[src/rtl/anc_frame_sequencer.sv]
// Per-frame sequencer for the ANC datapath: sample capture, LMS update, FIR output,
// with stage-wait timeout and overrun status.
module anc_frame_sequencer #(
    parameter int unsigned TIMEOUT_CYCLES = 1500,
    parameter int unsigned CNT_W          = 8
) (
    input  logic                    clk_in,
    input  logic                    rst_in,
    input  logic                    sample_pulse_in,
    input  logic                    nc_on_in,
    input  logic                    clr_status_in,
    output logic                    sampler_ready_out,
    output logic                    err_latch_out,
    output logic                    lms_start_out,
    input  logic                    lms_done_in,
    output logic                    fir_start_out,
    input  logic                    fir_done_in,
    input  logic signed [7:0]       fir_sample_in,
    output logic signed [7:0]       speaker_out,
    output logic                    busy_out,
    output logic                    overrun_out,
    output logic                    timeout_out,
    output logic [CNT_W-1:0]        overrun_count_out
);

    localparam int unsigned WAIT_W = $clog2(TIMEOUT_CYCLES + 1);
    localparam logic [WAIT_W-1:0] WAIT_LAST = WAIT_W'(TIMEOUT_CYCLES - 1);
    localparam logic [CNT_W-1:0] CNT_MAX = '1;

    typedef enum logic [2:0] {
        StIdle,
        StCapture,
        StLmsWait,
        StFirWait,
        StOutput
    } state_e;

    state_e                 state_q, state_d;
    logic [WAIT_W-1:0]      wait_q, wait_d;
    logic                   nc_q, nc_d;
    logic                   timed_out;

    logic                   sampler_ready_q, sampler_ready_d;
    logic                   err_latch_q, err_latch_d;
    logic                   lms_start_q, lms_start_d;
    logic                   fir_start_q, fir_start_d;
    logic signed [7:0]      speaker_q, speaker_d;
    logic                   overrun_q, overrun_d;
    logic                   timeout_q, timeout_d;
    logic [CNT_W-1:0]       ovr_cnt_q, ovr_cnt_d;
    logic                   ovr_evt;

    always_ff @(posedge clk_in) begin
        if (rst_in) begin
            state_q         <= StIdle;
            wait_q          <= '0;
            nc_q            <= 1'b0;
            sampler_ready_q <= 1'b0;
            err_latch_q     <= 1'b0;
            lms_start_q     <= 1'b0;
            fir_start_q     <= 1'b0;
            speaker_q       <= '0;
            overrun_q       <= 1'b0;
            timeout_q       <= 1'b0;
            ovr_cnt_q       <= '0;
        end else begin
            state_q         <= state_d;
            wait_q          <= wait_d;
            nc_q            <= nc_d;
            sampler_ready_q <= sampler_ready_d;
            err_latch_q     <= err_latch_d;
            lms_start_q     <= lms_start_d;
            fir_start_q     <= fir_start_d;
            speaker_q       <= speaker_d;
            overrun_q       <= overrun_d;
            timeout_q       <= timeout_d;
            ovr_cnt_q       <= ovr_cnt_d;
        end
    end

    // nc_on is captured at acceptance so the CAPTURE branch matches the lms_start already issued.
    always_comb begin
        state_d   = state_q;
        nc_d      = nc_q;
        timed_out = 1'b0;
        unique case (state_q)
            StIdle: begin
                if (sample_pulse_in) begin
                    state_d = StCapture;
                    nc_d    = nc_on_in;
                end
            end
            StCapture: state_d = nc_q ? StLmsWait : StFirWait;
            StLmsWait: begin
                if (lms_done_in) begin
                    state_d = StFirWait;
                end else if (wait_q == WAIT_LAST) begin
                    state_d   = StIdle;
                    timed_out = 1'b1;
                end
            end
            StFirWait: begin
                if (fir_done_in) begin
                    state_d = StOutput;
                end else if (wait_q == WAIT_LAST) begin
                    state_d   = StIdle;
                    timed_out = 1'b1;
                end
            end
            StOutput: state_d = StIdle;
            default:  state_d = StIdle;
        endcase

        if ((state_d == state_q) && ((state_q == StLmsWait) || (state_q == StFirWait))) begin
            wait_d = wait_q + 1'b1;
        end else begin
            wait_d = '0;
        end
    end

    always_comb begin
        sampler_ready_d = (state_q == StIdle) && sample_pulse_in;
        err_latch_d     = (state_q == StIdle) && sample_pulse_in;
        lms_start_d     = (state_q == StIdle) && sample_pulse_in && nc_on_in;
        fir_start_d     = (state_d == StFirWait) && (state_q != StFirWait);

        speaker_d = speaker_q;
        if (state_q == StOutput) begin
            speaker_d = nc_on_in ? fir_sample_in : '0;
        end
        if (timed_out) begin
            speaker_d = '0;
        end

        ovr_evt   = sample_pulse_in && (state_q != StIdle);
        overrun_d = overrun_q;
        timeout_d = timeout_q;
        ovr_cnt_d = ovr_cnt_q;
        if (clr_status_in) begin
            overrun_d = 1'b0;
            timeout_d = 1'b0;
            ovr_cnt_d = '0;
        end
        // A drop in the clearing cycle still counts as the first of the new window.
        if (ovr_evt) begin
            overrun_d = 1'b1;
            if (clr_status_in) begin
                ovr_cnt_d = CNT_W'(1);
            end else if (ovr_cnt_q != CNT_MAX) begin
                ovr_cnt_d = ovr_cnt_q + 1'b1;
            end
        end
        if (timed_out) begin
            timeout_d = 1'b1;
        end
    end

    assign sampler_ready_out = sampler_ready_q;
    assign err_latch_out     = err_latch_q;
    assign lms_start_out     = lms_start_q;
    assign fir_start_out     = fir_start_q;
    assign speaker_out       = speaker_q;
    assign busy_out          = (state_q != StIdle);
    assign overrun_out       = overrun_q;
    assign timeout_out       = timeout_q;
    assign overrun_count_out = ovr_cnt_q;

endmodule

[config.mk]
export PLATFORM = sky130hd
export DESIGN_NAME = anc_frame_sequencer
export DESIGN_NICKNAME = d
export VERILOG_FILES = /design/src/rtl/anc_frame_sequencer.sv
export SDC_FILE = /design/constraint.sdc
export NUM_CORES = 1
export LEC_CHECK = 0
export CAP_MARGIN = 20
export CORE_MARGIN = 8
export CORE_UTILIZATION = 52
export CTS_BUF_LIST = sky130_fd_sc_hd__clkbuf_16
export CTS_CLUSTER_DIAMETER = 100
export CTS_CLUSTER_SIZE = 25
export DETAILED_ROUTE_END_ITERATION = 6
export PLACE_DENSITY_LB_ADDON = 0.15
export SYNTH_ARGS = -nofsm -noshare
export SYNTH_HDL_FRONTEND = slang
export SYNTH_SLANG_ARGS = --single-unit
[constraint.sdc]
create_clock -name clk_in -period 4.2 [get_ports clk_in]
set_input_delay 0.42 -clock clk_in [delete_from_list [all_inputs] [get_ports clk_in]]
set_output_delay 0.42 -clock clk_in [all_outputs]
set_load 0.02 [all_outputs]
### Yosys cells after proc, flatten, opt, wreduce, memory -nomap -nowiden

Index checks and enable logic that the tools add are counted.

| storage, ports and cells | value |
|---|---|
| flip-flop bits (word level) | 36 |
| input bits | 15 |
| word-level logic and storage cells | 53 |

| cells by class | value |
|---|---|
| add/sub/neg operators | 2 |
| equality and inequality tests | 9 |
| multiplexer cells | 18 |
| bitwise gates (word level) | 1 |
| reductions and logical operators | 13 |

Operator list:

| cell | count |
|---|---|
| $mux 8 | 5 |
| $mux 3 | 4 |
| $pmux 3 s4 | 1 |
| $add 11x1->11 const B | 1 |
| $eq 11x11->1 const B | 1 |
| $eq 3x2->1 const B | 3 |
| $add 8x1->8 const B | 1 |
| $ne 8x8->1 const B | 1 |
| $mux 1 | 7 |
| $logic_and 1x1->1 | 5 |
| $reduce_bool 2->1 | 2 |
| $reduce_or 2->1 | 2 |
| $eq 3x1->1 const B | 1 |
| $eq 3x3->1 | 1 |
| $eq 3x3->1 const B | 1 |
| $logic_not 3->1 | 1 |
| $ne 3x2->1 const B | 1 |
| $reduce_bool 3->1 | 1 |
| $pmux 1 s2 | 1 |
| $reduce_and 2->1 | 1 |
| $logic_or 1x1->1 | 1 |
| $not 1->1 | 1 |

### Depth between registers and ports, before layout

Gate-level depths: netlist of run 1.

| logic depth | value |
|---|---|
| word-level depth | 8 |
| mapped depth | 6 |
| gate-level depth less buffers | 5 |

### Worst setup path after synthesis of run 1

No wires, ideal clock.

| path | value |
|---|---|
| kind | register to register |
| start | register ovr_cnt_q[0], in the netlist overrun_count_out[0] |
| end | register ovr_cnt_q[7], in the netlist overrun_count_out[7] |
| setup time | 0.070 ns |
| arrival time | 1.452 ns |
| required time | 4.130 ns |
| slack | 2.678 ns |
| stages on the path, launching flop included | 6 |
| buffers on the path | 0 |
| path through | dfxtp_1 ha_1 nand3_1 o21ai_2 or4_1 a21oi_1 |

| between the ends | value |
|---|---|
| cells in the longest elaborated chain, start to end | 4 |

Ends and longest elaborated chain:

| element | line | RTL |
|---|---|---|
| from (decl) | 50 | `logic [CNT_W-1:0] ovr_cnt_q, ovr_cnt_d;` |
| from (signal assigned) | 77 | `ovr_cnt_q <= ovr_cnt_d;` |
| $add 8x1->8 or $ne 8x8->1 (tied branches) | 150, 149 |  |
| $mux 8 * | 149 | `end else if (ovr_cnt_q != CNT_MAX) begin` |
| $mux 8 * | 147 | `if (clr_status_in) begin` |
| $mux 8 * | 145 | `if (ovr_evt) begin` |

Mark *: on every way between the ends. The rest lies on a longest branch, timed or not.
A chain may end at the register's enable or synchronous reset.

### Worst setup path in the final report of run 1

| path | value |
|---|---|
| start | register state_q[2] |
| end | output busy_out |

| between the ends | value |
|---|---|
| cells in the longest elaborated chain, start to end | 1 |

Ends and longest elaborated chain:

| element | line | RTL |
|---|---|---|
| from (decl) | 38 | `state_e state_q, state_d;` |
| from (signal assigned) | 55 | `state_q <= StIdle;` |
| from (signal assigned) | 67 | `state_q <= state_d;` |
| $reduce_bool 3->1 | 163 | `assign busy_out = (state_q != StIdle);` |
| to (decl) | 20 | `output logic busy_out,` |

No other way between the ends.

==> metrics.txt, run 1 <==
initial antenna violation count 0; Fmax achieved 0.493 GHz; final setup margin 2170 ps; NetSw 0.000276 W; Cell Area, Synth 1570 um2; final WL 3490 um; Avg WL per Cell 14.4 um; Seq pwr share 0.413; count of final setup violators 0; max-slew violation count 0; drt drc 0; Total Power 0.000973 W; crit path DAT 1610 ps; multi-input logic area 793 um2; critical path type flip-flop to primary output; vias in the first global route 1,308; max_cap viols 0; Filler cells 238; H-tree Lvls 2; switching share of power 0.284; Synth warnings 0; postcts setup bufs 0; first-pass GRT wire length 5990 um; final net count 226; Yosys reg bits 36; CTS clk-pin slew, worst paths 50 ps; largest net degree at the start of global routing 11; Num Clock Sinks 36; RSZ-0062 raised after global routing false; TritonRoute pass-1 iters 4; Routed Antenna Nets 0; Clock Skews 2.93 ps; Die ar. 5020 um2; Die Span Y 70.9 um; largest family of logic cells by synthesized area simple AND/OR/NAND/NOR gates; Power Density 469 nW/um2; xor/xnor cell area share of the yosys netlist 0.0671; Max FO, Critical Path 10; CTS Root Cell clkbuf_16; CP endpoint kind primary output; Vias/cell 5.57; required time of the critical path 3780 ps; fraction of layout cells with a size suffix above 1 0.0619; mux cell area share after synthesis 0.0200; Cell Count, Final, Fillers Out 243; Resize count post-CTS 0; Leak 0.728 nW; TritonCTS clock tree yes; Comb pwr share 0.237; Core Region 2950 um2; Hold Path Class flip-flop to flip-flop; IO Port Bufs 37; ANT cells 0; Num CTS Buffers 5; count of final hold-check violations 0; Clock power frac 0.350; dpl ws 2170 ps; buffers from clock root to sink, at most 2; Tmin final 2030 ps; Post-Synthesis Net Count 190; GRT overflow 0; clk_lat worst skew 270 ps; Synth Instances 173; P_int 0.000697 W; DP HPWL 2570 um; Vias 1,353; Initial Util 0.530; I/O Pins 38; adder-cell area share of the yosys netlist 0.0160; compound-cell area share of the yosys netlist 0.119; post-synthesis sequential area ratio 0.460; synth unique cells 40; Area growth, synth to finish 32.5%; Rows 20; Chip Width 70.9 um; Final period util 0.483; DR iter-0 viols 109; CTS Hold Buffers Added 0; crit start category flip-flop; Total Neg Setup Slack 0 ps; Worst Tran Pin Value 462 ps; Storage cell area 721 um2; dpl cells 235; GRT Overall Usage 0.149; final RePlAce weighted congestion 0.788; Syn Area/Cell 9.05 um2; Worst slew margin 0.689; outcome finished clean; Synth Area in Simple Gates 0.285; VDD IR max 0.324 mV
-- critical path, cell delays in order, from the launching register on --
cell and delay (ps):
dfxtp_1 400, or3_1 390, clkdlybuf4s50_1 550
-- Yosys cell counts, drive strengths merged --
master / number / share of area
o211ai: 1 / 0.0048
mux2: 1 / 0.0072
inv: 3 / 0.0072
or2: 2 / 0.0080
a21oi: 15 / 0.048
nand4: 6 / 0.024
dfxtp: 36 / 0.46
or4b: 1 / 0.0064
clkbuf: 4 / 0.0096
mux2i: 2 / 0.013
o31a: 1 / 0.011
nand2: 14 / 0.034
a41o: 1 / 0.0064
and2: 2 / 0.0080
nor4b: 1 / 0.0056
nand2b: 3 / 0.017
ha: 2 / 0.016
nor2b: 5 / 0.020
nor3b: 1 / 0.0080
o32ai: 1 / 0.0056
nor2: 18 / 0.043
or4: 2 / 0.0096
nor3: 2 / 0.0064
a211oi: 3 / 0.014
nand3b: 2 / 0.0096
a211o: 1 / 0.0056
and4: 3 / 0.020
nand3: 13 / 0.042
o21ai: 2 / 0.0088
and3: 5 / 0.020
xor2: 6 / 0.034
or3: 1 / 0.0040
xnor2: 6 / 0.034
o31ai: 3 / 0.014
buf: 4 / 0.016
-- logic make-up after synthesis --
group / count (synthesis)
AOI/OAI and AO/OA: 28
buffers and inverters: 11
xor gates and xnor gates: 12
DFF: 36
adders and majority gates: 2
and+or+nand+nor: 81
muxes: 3
-- state kept, by name, summed over array words and instances (netlist names) --
signal and count:
wait_q 11, state_q 3, overrun_count_out 8, timeout_out 1, fir_start_out 1, nc_q 1
err_latch_out 1, speaker_out 8, overrun_out 1, lms_start_out 1
-- per-layer routing --
| metal | vias up | track usage | wire, um |
|---|---|---|---|
| met5 | - | 0 | 0 |
| met4 | 0 | 0.0901 | 70 |
| met3 | 7 | 0.0551 | 241 |
| met2 | 46 | 0.240 | 1670 |
| met1 | 616 | 0.162 | 1510 |
| li1 | 684 | - | - |
-- cells in the final DEF (no fill, tap or decap), types with 2 or more instances in the layout --
master / count
nand3b_1: 2
or4_1: 2
and2_1: 2
a21oi_1: 15
nand4_1: 6
xor2_1: 6
nor3_1: 2
o31ai_1: 3
a211oi_1: 3
xnor2_1: 6
clkbuf_16: 5
and4_4: 2
clkdlybuf4s50_1: 37
dfxtp_1: 36
nand2_1: 14
nand3_1: 13
and3_1: 5
inv_1: 5
mux2i_1: 2
nor2b_1: 5
nor2_1: 18
ha_1: 2
nand2b_1: 2
-- stage by stage --
step	hold slack [ps]	utilization	area [um2]
after global placement	422	0.656	1940
after floorplan	413	-	1570
after detailed placement	448	0.656	1940
final	453	0.702	2070
after global routing	463	0.702	2070
after CTS	456	0.702	2070
-- power groups by stage --
stage / Combinational (W) / Sequential (W) / Clock (W)
after floorplan: 0.000148 / 0.000411 / 0
after global placement: 0.000224 / 0.000407 / 0
after detailed placement: 0.000229 / 0.000409 / 0
after CTS: 0.000232 / 0.000402 / 0.000350
after global routing: 0.000250 / 0.000407 / 0.000366
final: 0.000231 / 0.000401 / 0.000341
-- final cells by class --
cell class,instances,share of cell area
Clock buffer,5,0.0603
Clock inverter,3,0.00543
Tap cell,33,0.0199
Inverter,3,0.00543
Sequential cell,36,0.348
Multi-Input combinational cell,126,0.383
Timing Repair Buffer,37,0.179
-- final timing paths --
path	end	slack (ps)	cells after the start	startpoint
min reg2reg	speaker_out[5]$_SDFFE_PP0N_	450	2	speaker_out[5]$_SDFFE_PP0N_
min	speaker_out[5]$_SDFFE_PP0N_	450	2	speaker_out[5]$_SDFFE_PP0N_
max	busy_out	2170	2	state_q[2]$_SDFF_PP0_
max reg2reg	speaker_out[7]$_SDFFE_PP0N_	2630	4	wait_q[5]$_SDFF_PP0_
Note: power is estimated with default switching activity, not from simulation.
==> inputs of run 2 (changes only) <==
--- a/config.mk
+++ b/config.mk
@@ -7,7 +7,7 @@
 export LEC_CHECK = 0
 export CAP_MARGIN = 20
 export CORE_MARGIN = 8
-export CORE_UTILIZATION = 52
+export CORE_UTILIZATION = 44
 export CTS_BUF_LIST = sky130_fd_sc_hd__clkbuf_16
 export CTS_CLUSTER_DIAMETER = 100
 export CTS_CLUSTER_SIZE = 25
==> constraint.sdc (replaced) <==
create_clock -name clk_in -period 1.8 [get_ports clk_in]
set_input_delay 0.18 -clock clk_in [delete_from_list [all_inputs] [get_ports clk_in]]
set_output_delay 0.18 -clock clk_in [all_outputs]
set_load 0.02 [all_outputs]
==> run 2 against run 1 <==
Effect of this change: clock skew rose by 0.84 ps; worst setup slack got worse by 2000 ps; core utilization down 8.3 points; total power up 130%; global-route usage decreased by 1.9 points; critical path type unchanged; highest routed layer unchanged.
==> metrics.txt, run 2 (synthesis gave the netlist of run 1 again) <==
crit start category flip-flop; Leak 0.731 nW (+0.51%); Die ar. 5720 um2 (+14%); drt drc 0 (unchanged); Crit path buffers/inverters 1 (unchanged); final RePlAce weighted congestion 0.833 (+5.7%); VDD IR max 0.592 mV (+83%); P_int 0.00162 W (+130%); NetSw 0.000650 W (+140%); count of final hold-check violations 0 (unchanged); crit path DAT 1400 ps (-210 ps); GRT Overall Usage 0.130 (-0.0187); IO Port Bufs 37 (unchanged); Comb pwr share 0.227 (-0.010); I/O Pins 38 (unchanged); final WL 3570 um (+2.2%); delay-heaviest family, CP flip-flops; outcome finished clean; critical path's largest stage delay 400 ps (-150 ps); Hold Startpoint wait_q[0]$_SDFF_PP0_; buffers from clock root to sink, at most 2 (unchanged); Worst slew margin 0.688 (-0.00145); CTS clk-pin slew, worst paths 50 ps (about the same); R2R Setup Slk 220 ps (-2410 ps); Initial Util 0.462 (-0.0683); CTS Hold Buffers Added 0 (unchanged); most frequent cells in the layout 36 x dfxtp_1, 36 x clkdlybuf4s50_1, 18 x nor2_1; Num Clock Sinks 36 (unchanged); Vias 1,363 (+0.74%); RSZ-0062 raised after global routing false; Power Density 1080 nW/um2 (+130%); Avg WL per Cell 13.9 um (-3.4%); DP HPWL 2630 um (+2.6%); required time of the critical path 1620 ps (-2160 ps); TritonRoute pass-1 iters 4 (unchanged); first-pass GRT wire length 5620 um (-6.2%); vias in the first global route 1,279 (-2.2%); Routed Antenna Nets 0 (unchanged); Filler cells 290 (+22%); critical path type flip-flop to primary output; Largest register FFs 11 (unchanged); Die Span Y 75.6 um (+6.7%); Chip Width 75.6 um (+6.7%); critical-path cell list or3_1 -> dlygate4sd2_1; hold path endpoint wait_q[0]$_SDFF_PP0_; ANT cells 0 (unchanged); largest net degree at the start of global routing 12 (+1); switching share of power 0.286 (+0.00281); Hold WS 443 ps (-10.1 ps); Rows 21 (+5.0%); CTS Root Cell clkbuf_16; fraction of layout cells with a size suffix above 1 0.0758 (+0.0139); Total Neg Setup Slack 0 ps (unchanged); Max FO, Critical Path 10 (unchanged); Seq pwr share 0.414 (about the same); multi-input logic area 793 um2 (unchanged); Reg-to-Reg Start overrun_count_out[0]$_SDFF_PP0_; Most flops, register wait_q; max-slew violation count 0 (unchanged); Reg2Reg Depth 5 (+1); Worst Tran Pin Value 465 ps (+2.15 ps); Core Region 3390 um2 (+15%); slowest stage cell, crit path dfxtp_1; count of final setup violators 0 (unchanged); Tmin final 1580 ps; Worst Hold Depth 1 (-1); Final period util 0.879; r2r endpoint overrun_count_out[5]$_SDFF_PP0_; CP endpoint kind primary output; final net count 227 (+0.44%); initial antenna violation count 0 (unchanged); Vias/cell 5.30 (-4.7%); Num CTS Buffers 5 (unchanged); clk_lat worst skew 280 ps (about the same); Hold Path Class flip-flop to flip-flop; Clock power frac 0.359 (+0.009); GRT overflow 0 (unchanged); TritonCTS clock tree yes; Clock Skews 3.77 ps (+0.843 ps); Fmax achieved 0.632 GHz; DR iter-0 viols 125 (+15%); max_cap viols 0 (unchanged); Storage cell area 721 um2 (unchanged); H-tree Lvls 2 (unchanged); Area growth, synth to finish 34.1%
## run 2: cell count changes in the layout (fill, tap and decap cells not counted)
cell and change:
buf_4 +1, dlygate4sd2_1 +1, clkinv_2 +2, inv_1 -2, clkdlybuf4s50_1 -1
## run 2: final cells by class
cell class | instances | share of cell area
multi-input combinational | 126 | 0.378
inverter | 3 | 0.00537
sequential | 36 | 0.343
clock inverter | 3 | 0.00656
tap | 46 | 0.0274
clock buffer | 5 | 0.0596
timing repair buffer | 38 | 0.179
## run 2: routing by layer
layer | GRT usage | wire length, um | up-vias
li1 | - | - | 683
met1 | 0.139 | 1490 | 638
met2 | 0.209 | 1760 | 32
met3 | 0.0592 | 248 | 10
met4 | 0.0704 | 74 | 0
met5 | 0 | 0 | -
## run 2: what timing repair did
action / CTS / global route
setup buffers: 0 / 0
gates resized for setup: 1 / 0
endpoints found under the hold margin: 0 / 0
endpoints found under the setup margin: 1 / 0
## run 2: how the worst max path moves through the flow
stage                                         start                         endpoint  slack [ps]  depth (start not counted)
global placement                    sample_pulse_in  overrun_count_out[7]$_SDFF_PP0_         130                          5
CTS                           state_q[2]$_SDFF_PP0_                         busy_out         200                          2
detailed placement                  sample_pulse_in  overrun_count_out[5]$_SDFF_PP0_          90                          5
global route        overrun_count_out[0]$_SDFF_PP0_  overrun_count_out[5]$_SDFF_PP0_         120                          5
finish                        state_q[2]$_SDFF_PP0_                         busy_out         220                          2
floorplan           overrun_count_out[0]$_SDFF_PP0_  overrun_count_out[7]$_SDFF_PP0_         280                          5
## run 2: through the flow
step                       util  area, um2  setup slack, ps  total power (W)  cells
after floorplan               -       1570              278          0.00130    173
after global placement    0.578       1960              134          0.00147    249
after detailed placement  0.578       1960             88.8          0.00148    249
after CTS                 0.619       2100              201          0.00230    257
after global routing      0.619       2100              124          0.00238    257
final                     0.619       2100              217          0.00227    257
## run 2: power groups by stage
stage	registers [W]	logic, W	clock network, W
5_1_grt	0.000954	0.000561	0.000868
6_report	0.000939	0.000515	0.000816
2_1_floorplan	0.000958	0.000345	0
3_3_place_gp	0.000951	0.000520	0
4_1_cts	0.000938	0.000519	0.000845
3_5_place_dp	0.000955	0.000525	0
==> inputs of run 3 (changes only) <==
--- a/config.mk
+++ b/config.mk
@@ -12,6 +12,7 @@
 export CTS_CLUSTER_DIAMETER = 100
 export CTS_CLUSTER_SIZE = 25
 export DETAILED_ROUTE_END_ITERATION = 6
+export GPL_ROUTABILITY_DRIVEN = 0
 export PLACE_DENSITY_LB_ADDON = 0.15
 export SYNTH_ARGS = -nofsm -noshare
 export SYNTH_HDL_FRONTEND = slang
==> results of run 3 <==
The final DEF is identical to that of run 2; final timing and power are the same.
